<file path="src/rtl/tag_anc_pkg.sv">
// Shared definitions for the tag RX slot scheduler: FSM state encoding and
// default dwell/sync-timeout cycle counts.
package tag_anc_pkg;

    typedef enum logic [2:0] {
        ST_IDLE      = 3'd0,
        ST_ARM       = 3'd1,
        ST_WAIT_SYNC = 3'd2,
        ST_DWELL     = 3'd3,
        ST_NEXT      = 3'd4,
        ST_DONE      = 3'd5
    } sched_state_e;

    localparam int DWELL_N_DEF        = 327680;
    localparam int SYNC_TIMEOUT_N_DEF = 1048576;

endpackage

</file>
<file path="src/rtl/edge_det.sv">
// Rising-edge detector: registers the previous level and flags a 0->1 change,
// so a level held high never produces a second event.
module edge_det (
    input  logic clk,
    input  logic reset_n,
    input  logic din,
    output logic rise
);

    logic din_prev;

    always_ff @(posedge clk or negedge reset_n) begin
        if (!reset_n) begin
            din_prev <= 1'b0;
        end else begin
            din_prev <= din;
        end
    end

    assign rise = din & ~din_prev;

endmodule

</file>
<file path="src/rtl/tag_rx_slot_sched.sv">
// Frequency-hop slot scheduler for the tag RX core: walks NSLOT table entries
// per frame, restarting the core per slot and gating rx_valid for a fixed dwell.
module tag_rx_slot_sched
    import tag_anc_pkg::*;
#(
    parameter int PHASE_WIDTH    = 24,
    parameter int NSLOT          = 4,
    parameter int CNT_WIDTH      = 24,
    parameter int DWELL_N        = DWELL_N_DEF,
    parameter int SYNC_TIMEOUT_N = SYNC_TIMEOUT_N_DEF
) (
    input  logic                     clk,
    input  logic                     reset_n,
    input  logic                     trig,
    input  logic                     abort,
    input  logic                     cfg_we,
    input  logic [$clog2(NSLOT)-1:0] cfg_addr,
    input  logic [PHASE_WIDTH-1:0]   cfg_ph_inc,
    input  logic                     sync_ready,
    output logic                     core_srst,
    output logic [PHASE_WIDTH-1:0]   core_ph_inc,
    output logic                     rx_valid,
    output logic [$clog2(NSLOT)-1:0] slot_idx,
    output logic                     busy,
    output logic                     frame_done,
    output logic                     timeout_err,
    output logic [2:0]               state
);

    localparam int SLOT_W = $clog2(NSLOT);
    localparam logic [SLOT_W-1:0]    SLOT_LAST  = SLOT_W'(NSLOT - 1);
    localparam logic [CNT_WIDTH-1:0] DWELL_LAST = CNT_WIDTH'(DWELL_N - 1);
    localparam logic [CNT_WIDTH-1:0] SYNC_LAST  = CNT_WIDTH'(SYNC_TIMEOUT_N - 1);

    sched_state_e           st;
    logic [CNT_WIDTH-1:0]   cnt;
    logic [CNT_WIDTH-1:0]   cnt_inc;
    logic [SLOT_W-1:0]      slot_nxt;
    logic                   trig_rise;
    logic                   sync_rise;
    logic [PHASE_WIDTH-1:0] slot_tbl [NSLOT];

    edge_det u_trig_edge (
        .clk     (clk),
        .reset_n (reset_n),
        .din     (trig),
        .rise    (trig_rise)
    );

    edge_det u_sync_edge (
        .clk     (clk),
        .reset_n (reset_n),
        .din     (sync_ready),
        .rise    (sync_rise)
    );

    // Table is writable at any time; the core only sees an entry when ARM latches it.
    always_ff @(posedge clk or negedge reset_n) begin
        if (!reset_n) begin
            for (int i = 0; i < NSLOT; i++) begin
                slot_tbl[i] <= '0;
            end
        end else if (cfg_we) begin
            slot_tbl[cfg_addr] <= cfg_ph_inc;
        end
    end

    always_comb begin
        cnt_inc  = (cnt == '1) ? cnt : cnt + CNT_WIDTH'(1);
        slot_nxt = slot_idx + SLOT_W'(1);
    end

    // Outputs are set on the transition into the state they belong to, so each
    // registered output lines up with the state register.
    always_ff @(posedge clk or negedge reset_n) begin
        if (!reset_n) begin
            st          <= ST_IDLE;
            cnt         <= '0;
            slot_idx    <= '0;
            core_srst   <= 1'b0;
            core_ph_inc <= '0;
            rx_valid    <= 1'b0;
            busy        <= 1'b0;
            frame_done  <= 1'b0;
            timeout_err <= 1'b0;
        end else begin
            core_srst  <= 1'b0;
            frame_done <= 1'b0;
            if (abort) begin
                st       <= ST_IDLE;
                cnt      <= '0;
                slot_idx <= '0;
                rx_valid <= 1'b0;
                busy     <= 1'b0;
            end else begin
                case (st)
                    ST_IDLE: begin
                        if (trig_rise) begin
                            st          <= ST_ARM;
                            slot_idx    <= '0;
                            timeout_err <= 1'b0;
                            busy        <= 1'b1;
                            core_srst   <= 1'b1;
                            core_ph_inc <= slot_tbl[0];
                        end
                    end
                    ST_ARM: begin
                        st  <= ST_WAIT_SYNC;
                        cnt <= '0;
                    end
                    ST_WAIT_SYNC: begin
                        if (sync_rise) begin
                            st       <= ST_DWELL;
                            cnt      <= '0;
                            rx_valid <= 1'b1;
                        end else if (cnt == SYNC_LAST) begin
                            st          <= ST_IDLE;
                            cnt         <= '0;
                            slot_idx    <= '0;
                            busy        <= 1'b0;
                            timeout_err <= 1'b1;
                        end else begin
                            cnt <= cnt_inc;
                        end
                    end
                    ST_DWELL: begin
                        if (cnt == DWELL_LAST) begin
                            st       <= ST_NEXT;
                            cnt      <= '0;
                            rx_valid <= 1'b0;
                        end else begin
                            cnt <= cnt_inc;
                        end
                    end
                    ST_NEXT: begin
                        if (slot_idx == SLOT_LAST) begin
                            st         <= ST_DONE;
                            frame_done <= 1'b1;
                        end else begin
                            st          <= ST_ARM;
                            slot_idx    <= slot_nxt;
                            core_srst   <= 1'b1;
                            core_ph_inc <= slot_tbl[slot_nxt];
                        end
                    end
                    ST_DONE: begin
                        st       <= ST_IDLE;
                        slot_idx <= '0;
                        busy     <= 1'b0;
                    end
                    default: begin
                        st       <= ST_IDLE;
                        cnt      <= '0;
                        slot_idx <= '0;
                        rx_valid <= 1'b0;
                        busy     <= 1'b0;
                    end
                endcase
            end
        end
    end

    assign state = st;

endmodule

</file>
<file path="config.mk">
export PLATFORM = sky130hd
export DESIGN_NAME = tag_rx_slot_sched
export DESIGN_NICKNAME = d
export VERILOG_FILES = /design/src/rtl/tag_anc_pkg.sv /design/src/rtl/edge_det.sv /design/src/rtl/tag_rx_slot_sched.sv
export SDC_FILE = /design/constraint.sdc
export NUM_CORES = 1
export LEC_CHECK = 0
export BUFFER_PORTS_ARGS = -buffer_cell sky130_fd_sc_hd__buf_2
export CAP_MARGIN = 20
export CELL_PAD_IN_SITES_DETAIL_PLACEMENT = 1
export CELL_PAD_IN_SITES_GLOBAL_PLACEMENT = 2
export CORE_MARGIN = 2
export CORE_UTILIZATION = 39
export CTS_CLUSTER_DIAMETER = 150
export CTS_CLUSTER_SIZE = 20
export DETAILED_ROUTE_END_ITERATION = 10
export GPL_TIMING_DRIVEN = 0
export PLACE_DENSITY = 0.81
export SETUP_SLACK_MARGIN = 0.5
export SYNTH_ARGS = -nofsm -noshare
export SYNTH_HDL_FRONTEND = slang
export SYNTH_HIERARCHICAL = 1
export SYNTH_SLANG_ARGS = --single-unit
</file>
<file path="constraint.sdc">
create_clock -name clk -period 3.2 [get_ports clk]
set_clock_uncertainty 0.15 [all_clocks]
set_input_delay 0.32 -clock clk [delete_from_list [all_inputs] [get_ports clk]]
set_output_delay 0.32 -clock clk [all_outputs]
set_load 0.05 [all_outputs]
</file>
# Word level (Yosys, flattened, before mapping)
# Cells that the tools add are included.
# word_totals
ff_bits,156
inputBits,32
output_inout_bits,34
elab_cells,113
# op_classes
addsub,2
n_lt_le_gt_ge,3
eq_ne,24
muxes,48
n_bitwise,7
n_reduce_logical,14
# op_table
cell,n
$mux 24,10
$bwmux 96,1
$pmux 24 s3,1
$bmux 24 s2,1
$demux 24 s2,1
$pmux 24 s2,1
$add 24x1->24 const B,1
$eq 24x19->1 const B,1
$eq 24x20->1 const B,1
$eq 24x24->1 const B,1
$mux 3,6
$ne 3x3->1 const B,6
$mux 1,16
$pmux 3 s5,1
$mux 2,5
$reduce_and 5->1,2
$ne 2x1->1 const B,4
$ne 2x2->1 const B,4
$pmux 2 s4,1
$reduce_and 4->1,2
$eq 3x2->1 const B,2
$eq 3x3->1 const B,2
$ge 3x3->1 const B,2
$not 2->3,2
16 further kinds,24

# Depth between registers and ports, before layout
# Gate-level depths: netlist (run 1).
# depth
ltp_word,7
ltp_mapped,9
ltp_nobuf,7

# Hierarchy
# Netlist (run 1), hierarchy kept.
# by_module_without_submodules
mod,instances,cells_each,area_per_inst_um2,seq_area_each_um2
tag_rx_slot_sched,1,623,6887.9,3853.7
edge_det,2,2,38.8,25.0

# Worst setup path after synthesis (run 1)
# OpenSTA, ideal clock, no wires.
# synth_timing
kind,reg2reg
startpoint,register slot_idx[0]
endpoint,register core_ph_inc[18]
setup_time_ns,0.135
arrival_ns,2.231
required_time_ns,2.915
slack_ns,0.684
stages_incl_launch_ff,9
path_buffers,3
period_less_slack_ns,2.516
path_cell_list,dfrtp_1 > ha_1 > clkbuf_1 > o21ai_0 > clkbuf_1 > clkbuf_1 > nor3_1 > a21oi_1 > o21ai_0
# synth_between
elab_chain_len,7
word_cells_on_any_way,10
classes_between,add/sub: 1; eq/ne: 2; mux: 5; bitwise: 1; reduce/logical: 1
# synth_lines
item,line,rtl
"start, declared",tag_rx_slot_sched.sv:23,"output logic [$clog2(NSLOT)-1:0] slot_idx,"
"start signal, assigned",tag_rx_slot_sched.sv:141,slot_idx <= slot_nxt;
$add 2x1->2,tag_rx_slot_sched.sv:70,slot_nxt = slot_idx + SLOT_W'(1);
$not 2->3 (not written as such),tag_rx_slot_sched.sv:143,core_ph_inc <= slot_tbl[slot_nxt];
$bmux 24 s2,tag_rx_slot_sched.sv:143,
$mux 24 (not written as such) (2 in a row),tag_rx_slot_sched.sv:143,
$mux 24,tag_rx_slot_sched.sv:136,if (slot_idx == SLOT_LAST) begin
$pmux 24 s2,tag_rx_slot_sched.sv:96,case (st)
"end signal, assigned",tag_rx_slot_sched.sv:104,core_ph_inc <= slot_tbl[0];
"end signal, assigned",tag_rx_slot_sched.sv:143,
"end, declared",tag_rx_slot_sched.sv:21,"output logic [PHASE_WIDTH-1:0] core_ph_inc,"
# Several ways; a longest one is shown, not always the timed one. The select of a mux whose other input is x is not followed.
# A chain may end at the register's enable or synchronous reset.

# Worst setup path in the final report (run 1)
# layout_timing
startpoint,register cnt[0]
endpoint,register slot_idx[0]
# layout_between
elab_chain_len,3
# layout_lines
item,line,rtl
"start, declared",tag_rx_slot_sched.sv:36,logic [CNT_WIDTH-1:0] cnt;
"start signal, assigned",tag_rx_slot_sched.sv:123,cnt <= cnt_inc;
"start signal, assigned",tag_rx_slot_sched.sv:132,cnt <= cnt_inc;
$eq 24x20->1,tag_rx_slot_sched.sv:116,end else if (cnt == SYNC_LAST) begin
$ne 3x3->1 (no source line),n/a,
$reduce_and 5->1 (no source line),n/a,
# No other way between the ends.

==> results of run 1 <==
[Yosys cell counts (2+ instances only)]
cell	instances	area share
and3_1	3	0.0027
inv_1	8	0.0043
a22o_1	2	0.0025
or3_1	3	0.0027
o21ba_2	2	0.0029
mux2i_1	2	0.0029
clkbuf_1	34	0.018
nor4_1	3	0.0027
nand3b_1	2	0.0022
a41oi_1	5	0.0063
nor3b_1	2	0.0022
and2_1	2	0.0018
buf_1	3	0.0016
o31ai_1	2	0.0022
buf_2	2	0.0014
nor2b_4	2	0.0040
and4_1	4	0.0050
nand2b_1	3	0.0027
a21o_1	2	0.0022
a21oi_1	43	0.031
mux2_2	97	0.16
nor3_1	33	0.024
o22ai_1	25	0.022
nand3_1	12	0.0086
o21ai_0	34	0.024
nand4_1	10	0.0090
nor2_1	37	0.020
ha_1	2	0.0036
or4_1	2	0.0022
nand2_1	53	0.029
dfrtp_1	156	0.56
a31oi_1	20	0.018
[worst max-delay path, stage by stage, from the launching register on]
cell,delay (ns)
dfrtp_2,0.42
ha_4,0.16
and4_1,0.18
clkbuf_4,0.18
nand3_4,0.14
or3_1,0.42
o311a_1,0.31
or2_1,0.25
mux2_2,0.26
[metal layers]
layer | wire (um) | track usage | vias to the layer above
met5 | 13 | 0 | -
met1 | 8380 | 0.266 | 2808
li1 | - | - | 2475
met4 | 245 | 0.0527 | 2
met3 | 594 | 0.0486 | 23
met2 | 9700 | 0.383 | 84
[path summary, 6_finish.rpt]
path | from | end | slack (ns) | cells past startpoint
setup / recovery | cnt[0] | slot_idx[0] | 0.62 | 8
hold / removal | cfg_ph_inc[21] | slot_tbl[21] | 0.01 | 2
setup reg to reg | cnt[0] | slot_idx[0] | 0.62 | 8
hold reg to reg | core_ph_inc[5] | core_ph_inc[5] | 0.33 | 2
max in group asynchronous | reset_n | slot_tbl[7] | 1.70 | 3
min in group asynchronous | reset_n | cnt[2] | 0.31 | 2
[layout make-up]
class	count	area, um2	share of cell area
Sequential cell	156	3910	0.471
Multi-Input combinational cell	422	2920	0.352
Clock buffer	21	450	0.0543
Tap cell	225	282	0.0339
Buffer	40	178	0.0214
Timing Repair Buffer	72	412	0.0496
Clock inverter	11	111	0.0134
Antenna cell	1	2.50	0.000302
Inverter	9	33.8	0.00407
[kinds of logic (layout without fill, tap and decap cells)]
logic type      Yosys count  in the layout  synth area share
compound gates          144            144             0.124
fa+ha+maj                 2              2           0.00359
flops                   156            156             0.560
mux                      99             99             0.160
simple gates            177            177             0.125
buf+inv                  49            153            0.0273
other cells               0              1                 0
[registers in the layout, indices dropped and copies added, names as in the netlist]
| register | count |
|---|---|
| state | 3 |
| frame_done | 1 |
| u_trig_edge/din_prev | 1 |
| slot_idx | 2 |
| busy | 1 |
| core_ph_inc | 24 |
| slot_tbl | 96 |
| u_sync_edge/din_prev | 1 |
| core_srst | 1 |
| cnt | 24 |
| rx_valid | 1 |
| timeout_err | 1 |
[per-stage QoR]
step | util | instances
global placement | 0.436 | 917
finish | 0.478 | 957
CTS | 0.474 | 953
detailed placement | 0.438 | 918
floorplan | - | 627
global route | 0.478 | 956
[power by group through the flow]
| stage | registers (mW) | clock network, mW | logic [mW] |
|---|---|---|---|
| 2_1_floorplan | 2.80 | 0 | 0.420 |
| 3_3_place_gp | 2.49 | 0 | 0.994 |
| 3_5_place_dp | 2.52 | 0 | 1.03 |
| 4_1_cts | 2.49 | 1.98 | 1.05 |
| 5_1_grt | 2.54 | 2.07 | 1.14 |
| 6_report | 2.50 | 1.94 | 1.04 |
[what timing repair did]
| action | 4_1_cts | 5_1_grt |
|---|---|---|
| gates resized for setup | 12 | 21 |
| buffers inserted | 0 | 3 |
| pin swaps | 0 | 3 |
| endpoints found under the setup margin | 46 | 44 |
| hold buffers | 3 | 0 |
| endpoints found under the hold margin | 63 | 0 |
==> flow_summary_export.csv, run 1 <==
group,metric,value,unit
outcome,status,"complete, no violations",
logic_synthesis,synth_nets,661,
global_routing,antenna_found_initial,2,
placement,port_buffers,65,
die,die_w,138,um
logic_synthesis,yosys_register_bits,156,
die,ios,66,
drt,dr.pass1.iters,4,
clock_network,cts_sinks,156,
flow_run,max_cap_violations,0,
die,std_cell_rows,48,
power,sw_frac_of_total,0.308,
logic_synthesis,ys_types,49,
power,leakage,3.55,nW
sta,fin_crit_sh,0.805,
logic_synthesis,synthCells,627,
sta,finalSetupViolCount,0,
sta,hold_viol_final,0,
clock_network,cts_tree,"done",
sta,period_needed,2.58,ns
setup_path,crit_type,"reg -> reg",
global_routing,track_usage,0.216,
sta,clock.fmax,388,MHz
power,total_power,5.47,mW
sta,rsz0062_at_grt,"no",
drt,vias,5392,
placement,dp_hpwl,12800,um
sta,timing.hold.ws,0.0137,ns
placement,pre_cts_slack,0.118,ns
placement,postPlaceCellArea,7610,um2
min_path,hold_path_class,"in -> reg",
finish,final_common_cell,"dfrtp_1",
drt,dr.first_iter.drc_count,226,
finish,synthToLayoutAreaGrowth,19.1,%
power,p_comb_frac,0.190,
die,fp.dieH,138,um
logic_synthesis,synthArstFlopShare,1.00,
drt,wirelength,18900,um
sta,tightest_slew,0.984,ns
clock_network,cts_htree_levels,4,
power,switchingPower,1.69,mW
global_routing,first_global_vias,5821,
drt,drc,0,
finish,fillers,1890,
clock_network,clk_pin_slew,0.06,ns
setup_path,critPathMaxFanout,8,
sta,finalWorstSetupSlack,0.623,ns
setup_path,worstPathArrival,2.74,ns
sta,relSlewSlack,0.343,
finish,final_cell_area,8290,um2
logic_synthesis,synth_flop_cell,"dfrtp_1",
clock_network,cts_max_path_buffers,2,
logic_synthesis,synth_area,6970,um2
logic_synthesis,yosysWarnings,6,
finish,finish.net_count,752,
sta,tns,0,ns
drt,via_per_inst,5.63,
drt,drt-wirelength-per-cell,19.8,um
clock_network,root_buffer,"clkbuf_16",
logic_synthesis,synth_edf_count,0,
power,seq_power_share,0.456,
placement,gp_congestion,0.790,
setup_path,cp-end-kind,"flip-flop",
finish,final_cell_mix,"dfrtp_1 (154), mux2_2 (97), buf_2 (67)",
logic_synthesis,avgSynthCellArea,11.1,um2
power,power_density,660,nW/um2
clock_network,insertion_delay,0.43,ns
global_routing,grt_overflow_total,0,
sta,slew_violations,0,
global_routing,grt_pass1_wl,31000,um
die,start_util,0.401,
power,p_int,3.79,mW
die,core,17400,um2
global_routing,grt_max_degree,96,
drt,antenna_left,0,
power,p_clk_frac,0.354,
finish,drive_above_1_share,0.309,
clock_network,cts_buffers,17,
logic_synthesis,ys_seq_area_frac,0.560,
setup_path,startpoint_type,"flip-flop",
power,ir_drop,370,uV
die,dieArea,18900,um2
setup_path,critPathRequiredTime,3.36,ns
No activity file was read; power rests on OpenSTA's default activity.
==> inputs of run 2 (changes only) <==
==> constraint.sdc (replaced) <==
create_clock -name clk -period 2.6 [get_ports clk]
set_clock_uncertainty 0.15 [all_clocks]
set_input_delay 0.26 -clock clk [delete_from_list [all_inputs] [get_ports clk]]
set_output_delay 0.26 -clock clk [all_outputs]
set_load 0.05 [all_outputs]
==> run 2 against run 1 <==
The run now ends with negative setup slack left; via count increased by 9.7%; maximum frequency decreased by 1.7%; cell area increased by 16%; first-iteration DRC count increased by 42%; die area unchanged; critical path depth unchanged; utilization increased by 7.5 points; largest power group unchanged; non-clock buffer count increased by 84; sequential power increased by 23%; register-to-register slack got worse by 0.65 ns; setup slack got worse by 0.65 ns; largest cell class unchanged; global-route usage increased by 2.1 points.
==> flow_summary_export.csv, run 2 (synthesized netlist as in run 1, its figures left out) <==
group,metric,value,unit
finish,synthToLayoutAreaGrowth,37.7,%
power,leakage,4.12,nW
sta,slew_violations,0,
global_routing,grt_util_met3,0.0430,
finish,drive_above_1_share,0.439,
outcome,violations,"negative setup slack",
sta,period_needed,2.62,ns
clock_network,insertion_delay,0.43,ns
sta,rsz0062_at_grt,"yes",
finish,final_cell_area,9590,um2
setup_path,critPathRequiredTime,2.76,ns
finish,post-route-util,0.553,
global_routing,grt_use_met2,0.396,
setup_path,r2r_cells,8,
drt,vias,5917,
sta,clock.fmax,381,MHz
power,power_density,714,nW/um2
min_path,hold_path_class,"in -> reg",
drt,drc,0,
placement,dp_hpwl,12800,um
power,total_power,6.85,mW
drt,drt-wirelength-per-cell,21.8,um
drt,dr.pass1.iters,4,
drt,wirelength,22600,um
sta,timing.hold.ws,0.0911,ns
die,ios,66,
die,std_cell_rows,48,
clock_network,clk_pin_slew,0.07,ns
finish,final_cell_mix,"dfrtp_1 (146), mux2_2 (97), buf_2 (65)",
sta,finalWorstSetupSlack,-0.0229,ns
finish,finish.net_count,836,
setup_path,r2r_end,"cnt[23]",
clock_network,root_buffer,"clkbuf_16",
global_routing,grt_overflow_total,0,
min_path,hold_depth,4,
placement,port_buffers,65,
global_routing,first_global_vias,6226,
sta,fin_crit_sh,1.01,
drt,dr.first_iter.drc_count,322,
min_path,worstHoldStart,"trig",
sta,hold_viol_final,0,
global_routing,top_usage_layer,"met2",
placement,postPlaceCellArea,7650,um2
global_routing,grt.met1_usage,0.317,
die,dieArea,18900,um2
die,start_util,0.401,
global_routing,grt_max_degree,94,
die,fp.dieH,138,um
setup_path,crit_type,"reg -> reg",
sta,relSlewSlack,0.431,
global_routing,antenna_found_initial,0,
setup_path,critPathMaxFanout,7,
min_path,hold_path_end,"busy",
flow_run,max_cap_violations,0,
finish,largest_register_ffs,96,
sta,tightest_slew,0.853,ns
finish,final_common_cell,"dfrtp_1",
finish,regMostFlops,"slot_tbl",
global_routing,grt_pass1_wl,34100,um
setup_path,worstPathArrival,2.79,ns
clock_network,cts_buffers,17,
die,core,17400,um2
setup_path,startpoint_type,"flip-flop",
clock_network,cts_max_path_buffers,2,
finish,diodes,0,
power,ir_drop,501,uV
global_routing,track_usage,0.237,
clock_network,cts_sinks,156,
clock_network,cts_htree_levels,4,
die,die_w,138,um
setup_path,r2r-start,"cnt[7]",
finish,top_regs,"slot_tbl: 96 flops, cnt: 24 flops, core_ph_inc: 24 flops",
setup_path,worst-r2r-setup-slack,-0.02,ns
placement,pre_cts_slack,-0.114,ns
placement,gp_congestion,0.797,
sta,finalSetupViolCount,1,
drt,via_per_inst,5.69,
outcome,status,"finished, violations left",
clock_network,cts_tree,"done",
drt,antenna_left,0,
setup_path,cp-end-kind,"flip-flop",
-- run 2: stage by stage --
| stage | cells | TNS (ns) |
|---|---|---|
| after global routing | 1039 | -0.0936 |
| after detailed placement | 918 | -1.30 |
| final | 1039 | -0.0229 |
| after CTS | 1021 | 0 |
| after floorplan | 627 | 0 |
| after global placement | 917 | -176.91 |
-- run 2: final cells by class --
class	count	area (um2)
Fill cell	1814	7770
Clock buffer	18	439
Tap cell	225	282
Buffer	40	358
Sequential cell	156	3920
Inverter	9	37.5
Multi-Input combinational cell	422	3240
Clock inverter	13	108
Timing Repair Buffer	156	1210
-- run 2: report_power, final --
group / switching (mW) / internal [mW]
logic: 0.864 / 0.544
registers: 0.238 / 2.84
clock network: 1.10 / 1.27
-- run 2: routing by layer --
layer | vias up | wire length [um]
met1 | 3087 | 9700
met3 | 32 | 796
met4 | 0 | 481
met2 | 156 | 11700
met5 | - | 0
li1 | 2642 | -
-- run 2: worst max-delay path, stage by stage (launching register included) --
cell and delay (ns):
dfrtp_1 0.42, and4_1 0.25, buf_4 0.18, and2_0 0.51, and4_1 0.33, nand4_1 0.17
buf_4 0.19, a21oi_1 0.22, o21ai_2 0.08
-- run 2: worst max path at each step --
stage            start          end  cells after the start
2_1_floorplan   cnt[0]  slot_idx[0]                      8
3_3_place_gp   reset_n  slot_idx[0]                      1
3_5_place_dp    cnt[0]      cnt[18]                      9
4_1_cts        cnt[21]  slot_idx[0]                      6
5_1_grt         cnt[7]      cnt[23]                      8
6_report        cnt[7]      cnt[23]                      8
-- run 2: repair_timing --
item                                    CTS  global route
buffers inserted                         40            18
endpoints found under the setup margin   55            53
pin swaps                                26            23
resized for setup                       109            55
gates cloned                              5             0
hold buffers                             27             0
hold endpoints to repair                161             0
==> inputs of run 3 (changes only) <==
--- a/config.mk
+++ b/config.mk
@@ -7,15 +7,13 @@
 export LEC_CHECK = 0
 export BUFFER_PORTS_ARGS = -buffer_cell sky130_fd_sc_hd__buf_2
 export CAP_MARGIN = 20
-export CELL_PAD_IN_SITES_DETAIL_PLACEMENT = 1
-export CELL_PAD_IN_SITES_GLOBAL_PLACEMENT = 2
 export CORE_MARGIN = 2
-export CORE_UTILIZATION = 39
+export CORE_UTILIZATION = 49
 export CTS_CLUSTER_DIAMETER = 150
 export CTS_CLUSTER_SIZE = 20
 export DETAILED_ROUTE_END_ITERATION = 10
 export GPL_TIMING_DRIVEN = 0
-export PLACE_DENSITY = 0.81
+export PLACE_DENSITY = 0.73
 export SETUP_SLACK_MARGIN = 0.5
 export SYNTH_ARGS = -nofsm -noshare
 export SYNTH_HDL_FRONTEND = slang
==> constraint.sdc (replaced) <==
create_clock -name clk -period 2.4 [get_ports clk]
set_clock_uncertainty 0.15 [all_clocks]
set_input_delay 0.24 -clock clk [delete_from_list [all_inputs] [get_ports clk]]
set_output_delay 0.24 -clock clk [all_outputs]
set_load 0.05 [all_outputs]
==> run 3 against run 2 <==
The run still ends with negative setup slack left; register-to-register slack got worse by 0.02 ns; largest power group unchanged; global-route usage rose by 2.5 points; worst hold slack got worse by 0.0042 ns; critical path depth is the same; final cell count shrank 5.8%; maximum frequency rose by 7.3%; utilization increased by 14 points; setup slack got worse by 0.022 ns; highest routed layer unchanged.
==> flow_summary_export.csv, run 3 (synthesized netlist as in run 1, its figures left out) <==
group,metric,value,unit
setup_path,r2r_cells,8,
setup_path,startpoint_type,"flip-flop",
power,sw_frac_of_total,0.297,
sta,finalWorstSetupSlack,-0.0450,ns
outcome,violations,"negative setup slack",
die,std_cell_rows,43,
power,p_comb_frac,0.203,
power,leakage,4.17,nW
drt,vias,6035,
power,seq_power_share,0.436,
die,start_util,0.502,
power,ir_drop,677,uV
drt,drt-wirelength-per-cell,20.6,um
power,switchingPower,2.26,mW
clock_network,cts_sinks,156,
sta,fin_crit_sh,1.02,
finish,synthToLayoutAreaGrowth,38.0,%
setup_path,r2r_end,"slot_idx[0]",
finish,diodes,0,
power,p_clk_frac,0.361,
finish,largest_register_ffs,96,
finish,fin_cells,979,
sta,timing.hold.ws,0.0869,ns
placement,port_buffers,65,
min_path,hold_path_class,"in -> reg",
power,total_power,7.63,mW
outcome,status,"finished, violations left",
clock_network,root_buffer,"clkbuf_16",
power,p_int,5.36,mW
drt,antenna_left,0,
sta,slew_violations,0,
placement,place_inst,873,
drt,dr.pass1.iters,6,
sta,relSlewSlack,0.509,
finish,top_regs,"slot_tbl: 96 flops, cnt: 24 flops, core_ph_inc: 24 flops",
setup_path,critPathMaxFanout,2,
setup_path,crit_type,"reg -> reg",
global_routing,grt_overflow_total,0,
flow_run,max_cap_violations,0,
die,fp.dieH,123,um
clock_network,insertion_delay,0.43,ns
die,ios,66,
die,die_w,123,um
clock_network,cts_buffers,17,
setup_path,worstPathArrival,2.61,ns
finish,finish.net_count,822,
drt,wirelength,20100,um
placement,postPlaceCellArea,7660,um2
power,power_density,794,nW/um2
global_routing,track_usage,0.262,
sta,hold_viol_final,0,
min_path,hold_depth,4,
global_routing,grt_pass1_wl,30300,um
global_routing,first_global_vias,5868,
finish,final_cell_area,9610,um2
setup_path,critPathRequiredTime,2.56,ns
die,dieArea,15200,um2
placement,gp_congestion,0.842,
clock_network,cts_tree,"done",
sta,period_needed,2.45,ns
sta,tightest_slew,0.737,ns
setup_path,worst-r2r-setup-slack,-0.05,ns
min_path,hold_path_end,"busy",
setup_path,cp-end-kind,"flip-flop",
setup_path,r2r-start,"cnt[0]",
finish,regMostFlops,"slot_tbl",
drt,dr.first_iter.drc_count,579,
clock_network,clk_pin_slew,0.06,ns
placement,dp_hpwl,11100,um
clock_network,cts_max_path_buffers,2,
drt,drc,0,
finish,drive_above_1_share,0.434,
min_path,worstHoldStart,"trig",
finish,final_common_cell,"dfrtp_1",
global_routing,grt_max_degree,99,
sta,finalSetupViolCount,3,
sta,rsz0062_at_grt,"yes",
drt,via_per_inst,6.16,
die,core,13900,um2
global_routing,antenna_found_initial,0,
clock_network,cts_htree_levels,4,
sta,clock.fmax,409,MHz
placement,pre_cts_slack,-0.265,ns
finish,final_cell_mix,"dfrtp_1 (148), mux2_2 (97), buf_2 (66)",
## run 3: critical path: stages (launching register included)
cell and delay [ns]:
dfrtp_1 0.35, ha_2 0.19, and4_1 0.21, buf_6 0.13, nand3_4 0.08, or3_4 0.39, o311a_1 0.32, or2_1 0.26
mux2_2 0.27
## run 3: how the worst max path moves through the flow
| stage | from | to | slack (ns) | cells past startpoint |
|---|---|---|---|---|
| floorplan | cnt[0] | slot_idx[0] | 0.03 | 8 |
| global placement | reset_n | slot_idx[0] | -1.48 | 1 |
| detailed placement | cnt[0] | cnt[19] | -0.27 | 9 |
| CTS | cnt[0] | slot_idx[0] | 0.06 | 8 |
| global route | cnt[1] | slot_idx[0] | -0.08 | 8 |
| finish | cnt[0] | slot_idx[0] | -0.05 | 8 |
## run 3: through the flow
| step | util | setup TNS [ns] |
|---|---|---|
| 2_1_floorplan | - | 0 |
| 5_1_grt | 0.692 | -0.351 |
| 4_1_cts | 0.668 | 0 |
| 3_5_place_dp | 0.552 | -5.69 |
| 3_3_place_gp | 0.549 | -191.33 |
| 6_report | 0.692 | -0.0526 |
## run 3: repair_timing
item	4_1_cts	5_1_grt
pin swaps	18	8
cloned	5	0
setup endpoints to repair	74	56
hold buffers	27	0
resized for setup	84	81
buffers inserted	36	7
endpoints found under the hold margin	156	0
## run 3: power by group through the flow
stage               sequential [mW]  clock, mW  combinational, mW
floorplan                      3.74          0              0.571
global placement               3.33          0               1.33
finish                         3.33       2.75               1.55
global route                   3.38       2.89               1.66
CTS                            3.31       2.76               1.50
detailed placement             3.36          0               1.38
## run 3: area by class of cell
class | count | area, um2
fillers | 922 | 4270
flip-flops and latches | 156 | 3910
multi-input cells | 423 | 3320
repair buffers | 141 | 1100
clock buffers | 20 | 457
plain buffers | 40 | 412
well taps | 180 | 225
clock inverters | 10 | 140
inverters | 9 | 37.5
## run 3: routing by layer
metal,vias to the layer above,part of all wire,routed length (um),GRT usage
met5,-,0,0,0
met4,0,0.037,737,0.121
met3,88,0.064,1290,0.0507
met2,311,0.49,9890,0.424
met1,3021,0.41,8220,0.340
li1,2615,-,-,-
